`src/rtl/cell_board_tester.sv`:
```
// cell_board_tester: exhaustive truth-table exerciser for RV523 logic-cell boards.
// Optional soak mode: define CELL_TESTER_LOOP_EN to repeat passes while start is held.
module cell_board_tester #(
    parameter int SETTLE_CYCLES = 16,
    parameter int ERR_W         = 8
) (
    input  logic             clk,
    input  logic             rst_n,
    input  logic             start,
    input  logic [3:0]       cell_sel,
    output logic [5:0]       stim,
    input  logic             dut_y,
    output logic             busy,
    output logic             done,
    output logic             pass,
    output logic [ERR_W-1:0] err_cnt,
    output logic [5:0]       fail_vec
);

    localparam int CNT_W = (SETTLE_CYCLES > 2) ? $clog2(SETTLE_CYCLES) : 1;
    localparam logic [CNT_W-1:0] CNT_LOAD = CNT_W'(SETTLE_CYCLES - 2);

    typedef enum logic [2:0] {
        IDLE,
        APPLY,
        SETTLE,
        SAMPLE,
        FINISH
    } state_t;

    state_t           state;
    logic [3:0]       sel_q;
    logic [5:0]       vec;
    logic [5:0]       last_vec;
    logic [CNT_W-1:0] cnt;
    logic             sync1;
    logic             sync2;
`ifdef CELL_TESTER_LOOP_EN
    logic             sel_ok;
`endif

    // Highest vector index, i.e. 2^n-1 for an n-input cell.
    function automatic logic [5:0] last_vec_of(input logic [3:0] sel);
        logic [5:0] r;
        case (sel)
            4'd0:                      r = 6'd1;
            4'd1, 4'd2:                r = 6'd3;
            4'd3, 4'd4, 4'd5, 4'd6:    r = 6'd7;
            4'd7, 4'd8:                r = 6'd15;
            4'd9, 4'd10:               r = 6'd31;
            4'd11, 4'd12:              r = 6'd63;
            default:                   r = 6'd0;
        endcase
        return r;
    endfunction

    function automatic logic cell_fn(input logic [3:0] sel,
                                     input logic [5:0] v);
        logic a, b, c, d, e, f, y;
        {f, e, d, c, b, a} = v;
        case (sel)
            4'd0:    y = ~a;
            4'd1:    y = ~(a & b);
            4'd2:    y = ~(a | b);
            4'd3:    y = ~(a & b & c);
            4'd4:    y = ~(a | b | c);
            4'd5:    y = ~((a & b) | c);
            4'd6:    y = ~((a | b) & c);
            4'd7:    y = ~((a & b) | (c & d));
            4'd8:    y = ~((a | b) & (c | d));
            4'd9:    y = ~((a & b) | (c & d) | e);
            4'd10:   y = ~((a | b) & (c | d) & e);
            4'd11:   y = ~((a & b) | (c & d) | (e & f));
            4'd12:   y = ~((a | b) & (c | d) & (e | f));
            default: y = 1'b0;
        endcase
        return y;
    endfunction

    logic             expected_y;
    logic             mismatch;
    logic [ERR_W-1:0] err_inc;
    logic [ERR_W-1:0] err_next;

    always_comb begin
        expected_y = cell_fn(sel_q, vec);
        mismatch   = (sync2 != expected_y);
        err_inc    = (&err_cnt) ? err_cnt : err_cnt + ERR_W'(1);
        err_next   = mismatch ? err_inc : err_cnt;
    end

    always_ff @(posedge clk) begin
        if (!rst_n) begin
            state    <= IDLE;
            sel_q    <= '0;
            vec      <= '0;
            last_vec <= '0;
            cnt      <= '0;
            sync1    <= 1'b0;
            sync2    <= 1'b0;
            stim     <= '0;
            busy     <= 1'b0;
            done     <= 1'b0;
            pass     <= 1'b0;
            err_cnt  <= '0;
            fail_vec <= '0;
`ifdef CELL_TESTER_LOOP_EN
            sel_ok   <= 1'b0;
`endif
        end else begin
            sync1 <= dut_y;
            sync2 <= sync1;
            done  <= 1'b0;
            unique case (state)
                IDLE: begin
                    if (start) begin
                        sel_q    <= cell_sel;
                        last_vec <= last_vec_of(cell_sel);
                        vec      <= '0;
                        err_cnt  <= '0;
                        fail_vec <= '0;
                        pass     <= 1'b0;
`ifdef CELL_TESTER_LOOP_EN
                        sel_ok   <= (cell_sel <= 4'd12);
`endif
                        if (cell_sel <= 4'd12) begin
                            busy  <= 1'b1;
                            state <= APPLY;
                        end else begin
                            done  <= 1'b1;
                            state <= FINISH;
                        end
                    end
                end
                APPLY: begin
                    stim  <= vec;
                    cnt   <= CNT_LOAD;
                    state <= SETTLE;
                end
                SETTLE: begin
                    if (cnt == '0) begin
                        state <= SAMPLE;
                    end else begin
                        cnt <= cnt - CNT_W'(1);
                    end
                end
                SAMPLE: begin
                    if (mismatch) begin
                        err_cnt <= err_inc;
                        if (err_cnt == '0) begin
                            fail_vec <= vec;
                        end
                    end
                    if (vec == last_vec) begin
                        done  <= 1'b1;
                        pass  <= (err_next == '0);
                        stim  <= '0;
                        state <= FINISH;
`ifdef CELL_TESTER_LOOP_EN
                        busy  <= start;
`else
                        busy  <= 1'b0;
`endif
                    end else begin
                        vec   <= vec + 6'd1;
                        state <= APPLY;
                    end
                end
                FINISH: begin
`ifdef CELL_TESTER_LOOP_EN
                    // Soak: accumulated errors carry into the next pass.
                    if (start && sel_ok) begin
                        vec   <= '0;
                        busy  <= 1'b1;
                        state <= APPLY;
                    end else begin
                        busy  <= 1'b0;
                        state <= IDLE;
                    end
`else
                    state <= IDLE;
`endif
                end
                default: state <= IDLE;
            endcase
        end
    end

endmodule

```
`config.mk`:
```
export PLATFORM = sky130hd
export DESIGN_NAME = cell_board_tester
export DESIGN_NICKNAME = d
export VERILOG_FILES = /design/src/rtl/cell_board_tester.sv
export SDC_FILE = /design/constraint.sdc
export NUM_CORES = 1
export LEC_CHECK = 0
export ABC_AREA = 1
export CORE_MARGIN = 2
export CORE_UTILIZATION = 25
export CTS_BUF_LIST = sky130_fd_sc_hd__clkbuf_8 sky130_fd_sc_hd__clkbuf_16
export DETAILED_ROUTE_END_ITERATION = 10
export DONT_BUFFER_PORTS = 1
export PLACE_DENSITY = 0.41
export SETUP_SLACK_MARGIN = 0.3
export SYNTH_ARGS = -nofsm -noshare
export SYNTH_HDL_FRONTEND = slang
export SYNTH_SLANG_ARGS = --single-unit
export TNS_END_PERCENT = 10
```
`constraint.sdc`:
```
create_clock -name clk -period 2.1 [get_ports clk]
set_input_delay 0.315 -clock clk [delete_from_list [all_inputs] [get_ports clk]]
set_output_delay 0.315 -clock clk [all_outputs]
set_load 0.005 [all_outputs]
```
# --- Word level (Yosys, flattened, before mapping) ---
# Memory sizes are Yosys's and may differ from the RTL's. A register that Yosys moved wholly into a read port is not among the register bits.
# Index checks and enable logic that the tools add are counted.
# Widths: inputs -> output; s select.
totals:
  ff_bits: 42
  latchBits: 0
  mem_bits_rw: 0
  rom_bits: 96
  input_bits: 8
  out_inout_bits: 23
  elab_cells: 121
  mem_count: 1
memory_table:
  columns: ["memory", "depth", "word_bits", "read_ports", "rd_clocked_by_memory_dff", "write_ports", "line", "source"]
  rows:
  - ["(no name shown)", 16, 6, 1, 1, 0, "45", "case (sel)"]
op_classes:
  add_sub_neg: 3
  multipliers: 0
  div_mod_pow: 0
  order_cmp: 1
  eq_ne: 25
  n_shift: 0
  mux: 31
  n_bitwise: 29
  reduce_logical: 19
ops:
  columns: ["operator", "count"]
  rows:
  - ["$pmux 6 s2", 3]
  - ["$mux 6", 5]
  - ["$mux 8", 3]
  - ["$eq 4x4->1 const B", 5]
  - ["$eq 4x3->1 const B", 4]
  - ["$logic_not 8->1", 2]
  - ["$ne 2x2->1 const B", 8]
  - ["$pmux 8 s2", 1]
  - ["$not 1->1", 13]
  - ["$pmux 1 s13", 1]
  - ["$mux 3", 4]
  - ["$pmux 3 s4", 1]
  - ["$reduce_and 2->1", 5]
  - ["$add 8x1->8 const B", 1]
  - ["$and 1x1->1", 8]
  - ["$eq 4x2->1 const B", 2]
  - ["$logic_not 4->1", 2]
  - ["$mux 1", 8]
  - ["$or 1x1->1", 8]
  - ["$pmux 4 s2", 1]
  - ["$reduce_and 4->1", 2]
  - ["$reduce_and 8->1", 1]
  - ["$add 6x1->6 const B", 1]
  - ["$eq 3x2->1 const B", 2]
  - ["other kinds (12)", 17]

# --- Logic depth before layout (Yosys ltp) ---
# Gate-level depths: netlist of the first run.
depth:
  ltp_word: 10
  ltp_mapped: 15
  mapped_depth_nobuf: 15

# --- Worst setup path before layout of the first run ---
# No wires, ideal clock.
synth_path:
  path_type: "register -> register"
  start: "register vec[0]"
  end: "register fail_vec[3]"
  setup_time_ns: 0.131
  arrival_time_ns: 1.780
  t_required_ns: 1.969
  setup_slack_ns: 0.190
  stages_incl_launch_ff: 15
  n_path_buf: 0
  synth_period_minus_slack_ns: 1.910
  path_cell_list: "dfxtp_1 inv_1 ha_1 inv_1 nand2_1 nand3_1 nand2_1 nor2_2 nand4_2 nand2_4 nand2_2 nand2_1 inv_2 nand2_1 a21oi_2"
synth_between:
  elab_chain_cells: 8
  elab_cells_between_ends: 29
  cone_classes: "2 x eq/ne; 1 x mux; 25 x bitwise; 1 x reduce/logical"
synth_lines:
  columns: ["element", "line", "source"]
  rows:
  - ["from (decl)", "33", "logic [5:0] vec;"]
  - ["from (signal assigned)", "165", "vec <= vec + 6'd1;"]
  - ["$or 1x1->1 / $and 1x1->1 (equally long branches)", null, null]
  - ["$and 1x1->1 / $or 1x1->1 (equally long branches)", null, null]
  - ["$and 1x1->1 (tied with other cells)", "74", "4'd12: y = ~((a | b) & (c | d) & (e | f));"]
  - ["$not 1->1 (on tied branches)", null, null]
  - ["$pmux 1 s13 *", "61", "case (sel)"]
  - ["$ne 1x1->1 *", "87", "mismatch = (sync2 != expected_y);"]
  - ["$ne 2x2->1 (no line) *", null, null]
  - ["$reduce_and 4->1 (no line) *", null, null]
  - ["to (signal assigned)", "151", "fail_vec <= vec;"]
  - ["to (decl)", "17", "output logic [5:0] fail_vec"]
# Mark *: on every way between the ends. The rest lies on a longest branch, timed or not.
# A chain may end at the register's enable or synchronous reset.

# --- Final worst setup path of the first run ---
layout_path:
  start: "register vec[1]"
  end: "register fail_vec[1]"
layout_between:
  elab_chain_cells: 8
  elab_cells_between_ends: 31
  cone_classes: "2 x eq/ne; 4 x mux; 24 x bitwise; 1 x reduce/logical"
layout_lines:
  columns: ["element", "line"]
  rows:
  - ["$or 1x1->1 / $and 1x1->1 (equally long branches)", null]
  - ["$and 1x1->1 / $or 1x1->1 (equally long branches)", null]
  - ["$and 1x1->1 (tied with other cells)", "74"]
  - ["$not 1->1 (on tied branches)", null]
  - ["$pmux 1 s13", "61"]
  - ["$ne 1x1->1", "87"]
  - ["$ne 2x2->1 (no line)", null]
  - ["$reduce_and 4->1 (no line)", null]
# Parallel ways exist; a longest one is shown, timed or not. The select of a mux whose other input is x is not followed.

==> flow_summary_export.csv, run 1 <==
group,metric,value,unit
run_status,status,"finished, final reports clean",
timing,relSlewSlack,0.739,
clock_network,clk_path_buf_depth,2,
cells_and_area,postLayoutCellArea,3160,um2
synth,synth_area,2630,um2
floorplanning,chipWidth,106,um
setup_path,crit_arrival,2.09,ns
timing,report.final.hold_viol_count,0,
global_route,grt_first_pass_wirelength,11900,um
cells_and_area,multiInputGateArea,1540,um2
floorplanning,dieArea,11300,um2
floorplanning,design.core.area,10300,um2
routing,first_pass_iters,4,
routing,wire_per_inst,13.3,um
placement,portBuffers,0,
timing,setup_viol,0,
power_and_ir_drop,power_frac_clock,0.241,
clock_network,htreeDepth,2,
setup_path,worstSetupEndpointType,"flop",
power_and_ir_drop,seqPwrFrac,0.444,
power_and_ir_drop,power_switching,0.000864,W
cells_and_area,final_core_util,0.308,
synth,synth.most_common_cell,"nand2_1",
cells_and_area,n_antenna_cell,0,
synth,ys_ff_latch,48,
global_route,grt_max_degree,32,
power_and_ir_drop,pwr-share-comb,0.315,
routing,postRouteAntennaNets,0,
floorplanning,fp-row-count,37,
cells_and_area,fillerInstances,1137,
timing,worst_slew_pin_slew,0.392,ns
placement,place_hpwl,5520,um
placement,postPlaceCellArea,2910,um2
floorplanning,die-height,106,um
clock_network,cts-root-buf,"clkbuf_8",
power_and_ir_drop,p_leak,1.33,nW
timing,slew_violations,0,
synth,synth_top_cell_area_share,0.366,
synth,synthCells,398,
synth,ys_seq_area_frac,0.366,
power_and_ir_drop,vdd_drop_max,0.000321,V
synth,post_synth_num_cell_types,35,
timing,timing.fmax,0.523,GHz
power_and_ir_drop,netSwitchingFraction,0.370,
synth,synth.largest_area_cell,"dfxtp_1",
worst_hold_path,min_path_type,"in2reg",
cells_and_area,drive_gt1_frac,0.189,
setup_path,critical_path_class,"reg2reg",
power_and_ir_drop,power.density,738,nW/um2
synth,avgSynthCellArea,6.60,um2
routing,drtIter0Drc,88,
cells_and_area,nNetsFinal,438,
power_and_ir_drop,internal-power,0.00147,W
setup_path,critPathMaxFanout,7,
clock_network,cts.sinks,48,
cells_and_area,ff_latch_area,971,um2
run,drv_cap,0,
synth,synthTopCellsByCount,"114 x nand2_1, 48 x dfxtp_1, 47 x nor2_1",
global_route,grt.total_usage,0.133,
synth,synth-edff-count,0,
setup_path,critPathLaunchType,"flop",
synth,ys_async_sr_fraction,0,
global_route,grt-ovfl-total,0,
synth,syn_nets,413,
setup_path,cp.required,2.27,ns
timing,rsz0062_at_grt,"yes",
clock_network,clk_latency,0.31,ns
routing,drcViolationCount,0,
routing,wl,7470,um
timing,setup_tns,0,ns
routing,vias_per_cell,4.53,
timing,skew,0.0119,ns
synth,yosys_warnings,0,
synth,ys.flop_type,"dfxtp_1",
timing,min_period,1.91,ns
placement,place.gp.congestion,0.813,
global_route,grt_pass1_vias,2351,
floorplanning,io-pin-count,31,
routing,via_count,2537,
floorplanning,initial_core_util,0.256,
clock_network,path_clk_slew,0.10,ns
cells_and_area,area_delta_synth_final,20.5,%
timing,fin_crit_sh,0.911,
clock_network,cts_tree,"built",
synth,synth.top_cells.by_area,"dfxtp_1 37%, nand2_1 16%, nor2_1 6.7%",
clock_network,cts_buffers,5,
global_route,grt_antenna_before_repair,0,
through the flow:
| step | worst slack (ns) | cells | hold WS, ns | power, W |
|---|---|---|---|---|
| after global placement | 0.127 | 541 | 0.401 | 0.00173 |
| after global routing | 0.0592 | 560 | 0.114 | 0.00249 |
| after CTS | 0.179 | 555 | 0.0987 | 0.00233 |
| final | 0.188 | 560 | 0.108 | 0.00233 |
| after detailed placement | 0.0660 | 541 | 0.417 | 0.00173 |
| after floorplan | 0.297 | 398 | 0.390 | 0.00156 |
worst max-delay path, cell delays in order, from the launching register on:
cell	delay (ns)
dfxtp_4	0.41
inv_4	0.05
ha_4	0.16
inv_4	0.07
nand3_2	0.06
nand2_1	0.09
nand2_2	0.07
nor2_4	0.15
buf_6	0.12
nand4_4	0.14
nand2_4	0.14
nand2_4	0.08
nand2_4	0.08
inv_6	0.05
nand2_1	0.05
a21oi_1	0.06
kinds of logic (layout without fill, tap and decap cells):
| logic type | Yosys count | count (layout) | share of synthesized area |
|---|---|---|---|
| simple gates | 222 | 222 | 0.374 |
| compound gates | 57 | 57 | 0.119 |
| buf+inv | 57 | 83 | 0.0848 |
| flops | 48 | 48 | 0.366 |
| fa+ha+maj | 7 | 7 | 0.0333 |
| xor+xnor | 7 | 7 | 0.0233 |
metal layers:
layer | GRT usage | vias up | routed length (um)
met2 | 0.208 | 44 | 3320
met4 | 0.0436 | 0 | 158
met1 | 0.181 | 1149 | 3650
li1 | - | 1332 | -
met3 | 0.0294 | 12 | 352
met5 | 0 | - | 0
power groups by stage:
stage	clock, W	sequential [W]	combinational, W
floorplan	0	0.00105	0.000509
global placement	0	0.00106	0.000676
detailed placement	0	0.00106	0.000671
CTS	0.000588	0.00104	0.000701
global route	0.000618	0.00105	0.000825
finish	0.000562	0.00104	0.000736
flip-flops by register name, indices dropped and copies added (netlist names):
name and flops:
fail_vec 6, err_cnt 8, vec 6, busy 1, pass 1, sync2 1
sync1 1, sel_q 4, cnt 4, state 3, stim 6, last_vec 6
done 1
cell type report:
class	count	share of cell area
clock buffers	5	0.0217
multi-input cells	293	0.486
flip-flops and latches	48	0.307
clock inverters	3	0.00514
repair buffers	26	0.0641
inverters	49	0.0629
well taps	136	0.0538
repair_timing:
| item | 4_1_cts | 5_1_grt |
|---|---|---|
| resized for setup | 16 | 10 |
| setup endpoints to repair | 15 | 22 |
| hold buffers | 0 | 0 |
| pin swaps | 12 | 5 |
| setup buffers | 6 | 5 |
cell usage in the layout (no fill, tap or decap), drive strengths merged:
cell | netlist | routed
a21oi | 35 | 35
a22oi | 1 | 1
nand2 | 121 | 121
o211ai | 1 | 1
xnor2 | 1 | 1
ha | 7 | 7
nor4 | 2 | 2
nor2 | 50 | 50
or2 | 1 | 1
xor2 | 6 | 6
o211a | 1 | 1
nor3 | 8 | 8
o21ai | 14 | 14
clkinvlp | 0 | 1
nand4 | 6 | 6
dfxtp | 48 | 48
o21bai | 1 | 1
o22ai | 2 | 2
a211oi | 2 | 2
buf | 3 | 26
clkinv | 1 | 2
clkbuf | 5 | 5
inv | 48 | 49
nand3 | 34 | 34
path summary, 6_finish.rpt:
kind | end | slack (ns) | start | depth (start not counted)
worst max register to register | fail_vec[1]$_SDFFE_PN0P_ | 0.19 | vec[1]$_SDFFE_PN0P_ | 15
worst min register to register | sync2$_SDFF_PN0_ | 0.43 | sync1$_SDFF_PN0_ | 2
worst min-delay path | sync2$_SDFF_PN0_ | 0.11 | rst_n | 2
worst max-delay path | fail_vec[1]$_SDFFE_PN0P_ | 0.19 | vec[1]$_SDFFE_PN0P_ | 15
Note: power is estimated with default switching activity, not from simulation.
==> run 2: changes to the inputs <==
- SETUP_SLACK_MARGIN: 0.3 -> 0.1
==> flow_summary_export.csv, run 2 (synthesis results as in run 1) <==
group,metric,value,unit
run_status,status,"finished, final reports clean",
power_and_ir_drop,power.total,0.00258,W
setup_path,worstSetupEndpointType,"flop",
setup_path,crit_family,"simple AND/OR/NAND/NOR gates",
clock_network,clk_path_buf_depth,2,
run,drv_cap,0,
worst_hold_path,hp-start,"rst_n",
worst_hold_path,min_path_type,"in2reg",
setup_path,critical_path.slowest_cell,"dfxtp_4",
clock_network,cts_tree,"built",
routing,drtIter0Drc,99,
setup_path,rrSetupSlack,0.14,ns
timing,relSlewSlack,0.715,
cells_and_area,final_common_cell,"nand2_1",
setup_path,crit_top_cell,"nand2_4",
setup_path,cp_slowest_stage_delay,0.39,ns
clock_network,clk_latency,0.31,ns
worst_hold_path,holdPathEnd,"sync1$_SDFF_PN0_",
setup_path,path_buf_inv,4,
global_route,grt_max_degree,32,
cells_and_area,largest_reg_flops,8,
routing,wire_per_inst,13.2,um
timing,skew,0.00990,ns
setup_path,regToRegEndpoint,"pass$_SDFFE_PN0P_",
setup_path,worstRegToRegCells,16,
setup_path,crit_arrival,2.21,ns
timing,fin_crit_sh,0.933,
routing,postRouteAntennaNets,0,
placement,place_hpwl,5460,um
floorplanning,dieArea,11300,um2
routing,wl,7380,um
cells_and_area,fillerInstances,1138,
power_and_ir_drop,power.density,779,nW/um2
floorplanning,initial_core_util,0.256,
worst_hold_path,hold_path_depth,2,
cells_and_area,area_delta_synth_final,25.9,%
power_and_ir_drop,vdd_drop_max,0.000366,V
routing,vias_per_cell,4.52,
routing,via_count,2532,
clock_network,cts-root-buf,"clkbuf_8",
global_route,grt_antenna_before_repair,0,
global_route,met2_usage,0.228,
clock_network,htreeDepth,2,
timing,setup_tns,0,ns
global_route,use_met3,0.0282,
global_route,grt.total_usage,0.136,
setup_path,rr_startpoint,"vec[1]$_SDFFE_PN0P_",
timing,min_period,1.96,ns
floorplanning,die-height,106,um
global_route,grt-ovfl-total,0,
clock_network,cts.sinks,48,
setup_path,cp.required,2.35,ns
timing,timing.fmax,0.511,GHz
floorplanning,fp-row-count,37,
setup_path,critPathMaxFanout,7,
setup_path,worstPathCellList,"buf_6 > ha_4 > inv_4 > ha_4 > nand3_2 > nand2_2 > nor2_4 > nand3_4 > nand2_4 > nand2_8 > buf_6 > nand2_4 > nand2_4 > inv_2 > nand3_2 > o21bai_2",
timing,setup_viol,0,
timing,rsz0062_at_grt,"yes",
floorplanning,chipWidth,106,um
clock_network,path_clk_slew,0.09,ns
placement,place.gp.congestion,0.798,
floorplanning,io-pin-count,31,
routing,drcViolationCount,0,
timing,report.final.hold_viol_count,0,
cells_and_area,layout_common_cells,"102 x nand2_1, 44 x nor2_1, 44 x dfxtp_1, 38 x inv_1",
global_route,grt_pass1_vias,2420,
cells_and_area,nNetsFinal,439,
cells_and_area,drive_gt1_frac,0.219,
global_route,grt_first_pass_wirelength,12200,um
floorplanning,design.core.area,10300,um2
timing,slew_violations,0,
cells_and_area,n_antenna_cell,0,
power_and_ir_drop,p_leak,1.37,nW
timing,worst_slew_pin_slew,0.425,ns
global_route,use_met1,0.177,
setup_path,critical_path_class,"reg2reg",
cells_and_area,largest_register,"err_cnt",
routing,first_pass_iters,4,
setup_path,critPathLaunchType,"flop",
global_route,grt-busiest-layer,"met2",
placement,portBuffers,0,
timing,fin_hold_ws,0.0964,ns
clock_network,cts_buffers,5,
==> run 2: worst max-delay path by stage <==
stage                     depth (start not counted)  slack [ns]                        to           startpoint
after CTS                                        15        0.10  fail_vec[5]$_SDFFE_PN0P_  vec[1]$_SDFFE_PN0P_
after detailed placement                         14        0.02  fail_vec[3]$_SDFFE_PN0P_  vec[0]$_SDFFE_PN0P_
after floorplan                                  14        0.19  fail_vec[3]$_SDFFE_PN0P_  vec[0]$_SDFFE_PN0P_
final                                            16        0.14         pass$_SDFFE_PN0P_  vec[1]$_SDFFE_PN0P_
after global placement                           14        0.07  fail_vec[3]$_SDFFE_PN0P_  vec[0]$_SDFFE_PN0P_
after global routing                             15        0.04         pass$_SDFFE_PN0P_  vec[1]$_SDFFE_PN0P_
==> run 2: cell type report <==
type,count,area (um2),area share
clock buffers,5,68.8,0.0208
flip-flops and latches,48,971,0.294
repair buffers,27,221,0.0670
inverters,49,196,0.0594
clock inverters,2,60.1,0.0182
multi-input cells,293,1620,0.490
well taps,136,170,0.0515
==> run 2: power breakdown <==
part	total, W	internal [W]	leakage (nW)	switching [W]
clock network	0.000799	0.000469	0.0642	0.000330
logic	0.000742	0.000249	0.909	0.000493
registers	0.00104	0.000984	0.393	0.0000519
total	0.00258	0.00170	1.37	0.000875
==> run 2: stage by stage <==
stage / instances / utilization / setup WS [ns] / instance area [um2]
2_1_floorplan: 398 / - / 0.190 / 2630
3_5_place_dp: 544 / 0.281 / 0.0227 / 2890
5_1_grt: 560 / 0.322 / 0.0371 / 3310
4_1_cts: 554 / 0.299 / 0.104 / 3070
3_3_place_gp: 544 / 0.281 / 0.0737 / 2890
6_report: 560 / 0.322 / 0.141 / 3310
==> run 2: repair_timing <==
action                     4_1_cts  5_1_grt
pin swaps                        4       16
hold buffers                     0        0
resized for setup               11       50
buffers inserted                 3        6
setup endpoints to repair        7       18
==> run 2: layer usage <==
metal | up-vias | part of all wire
li1 | 1322 | -
met1 | 1158 | 0.47
met2 | 46 | 0.47
met3 | 6 | 0.053
met4 | 0 | 0.012
met5 | - | 0
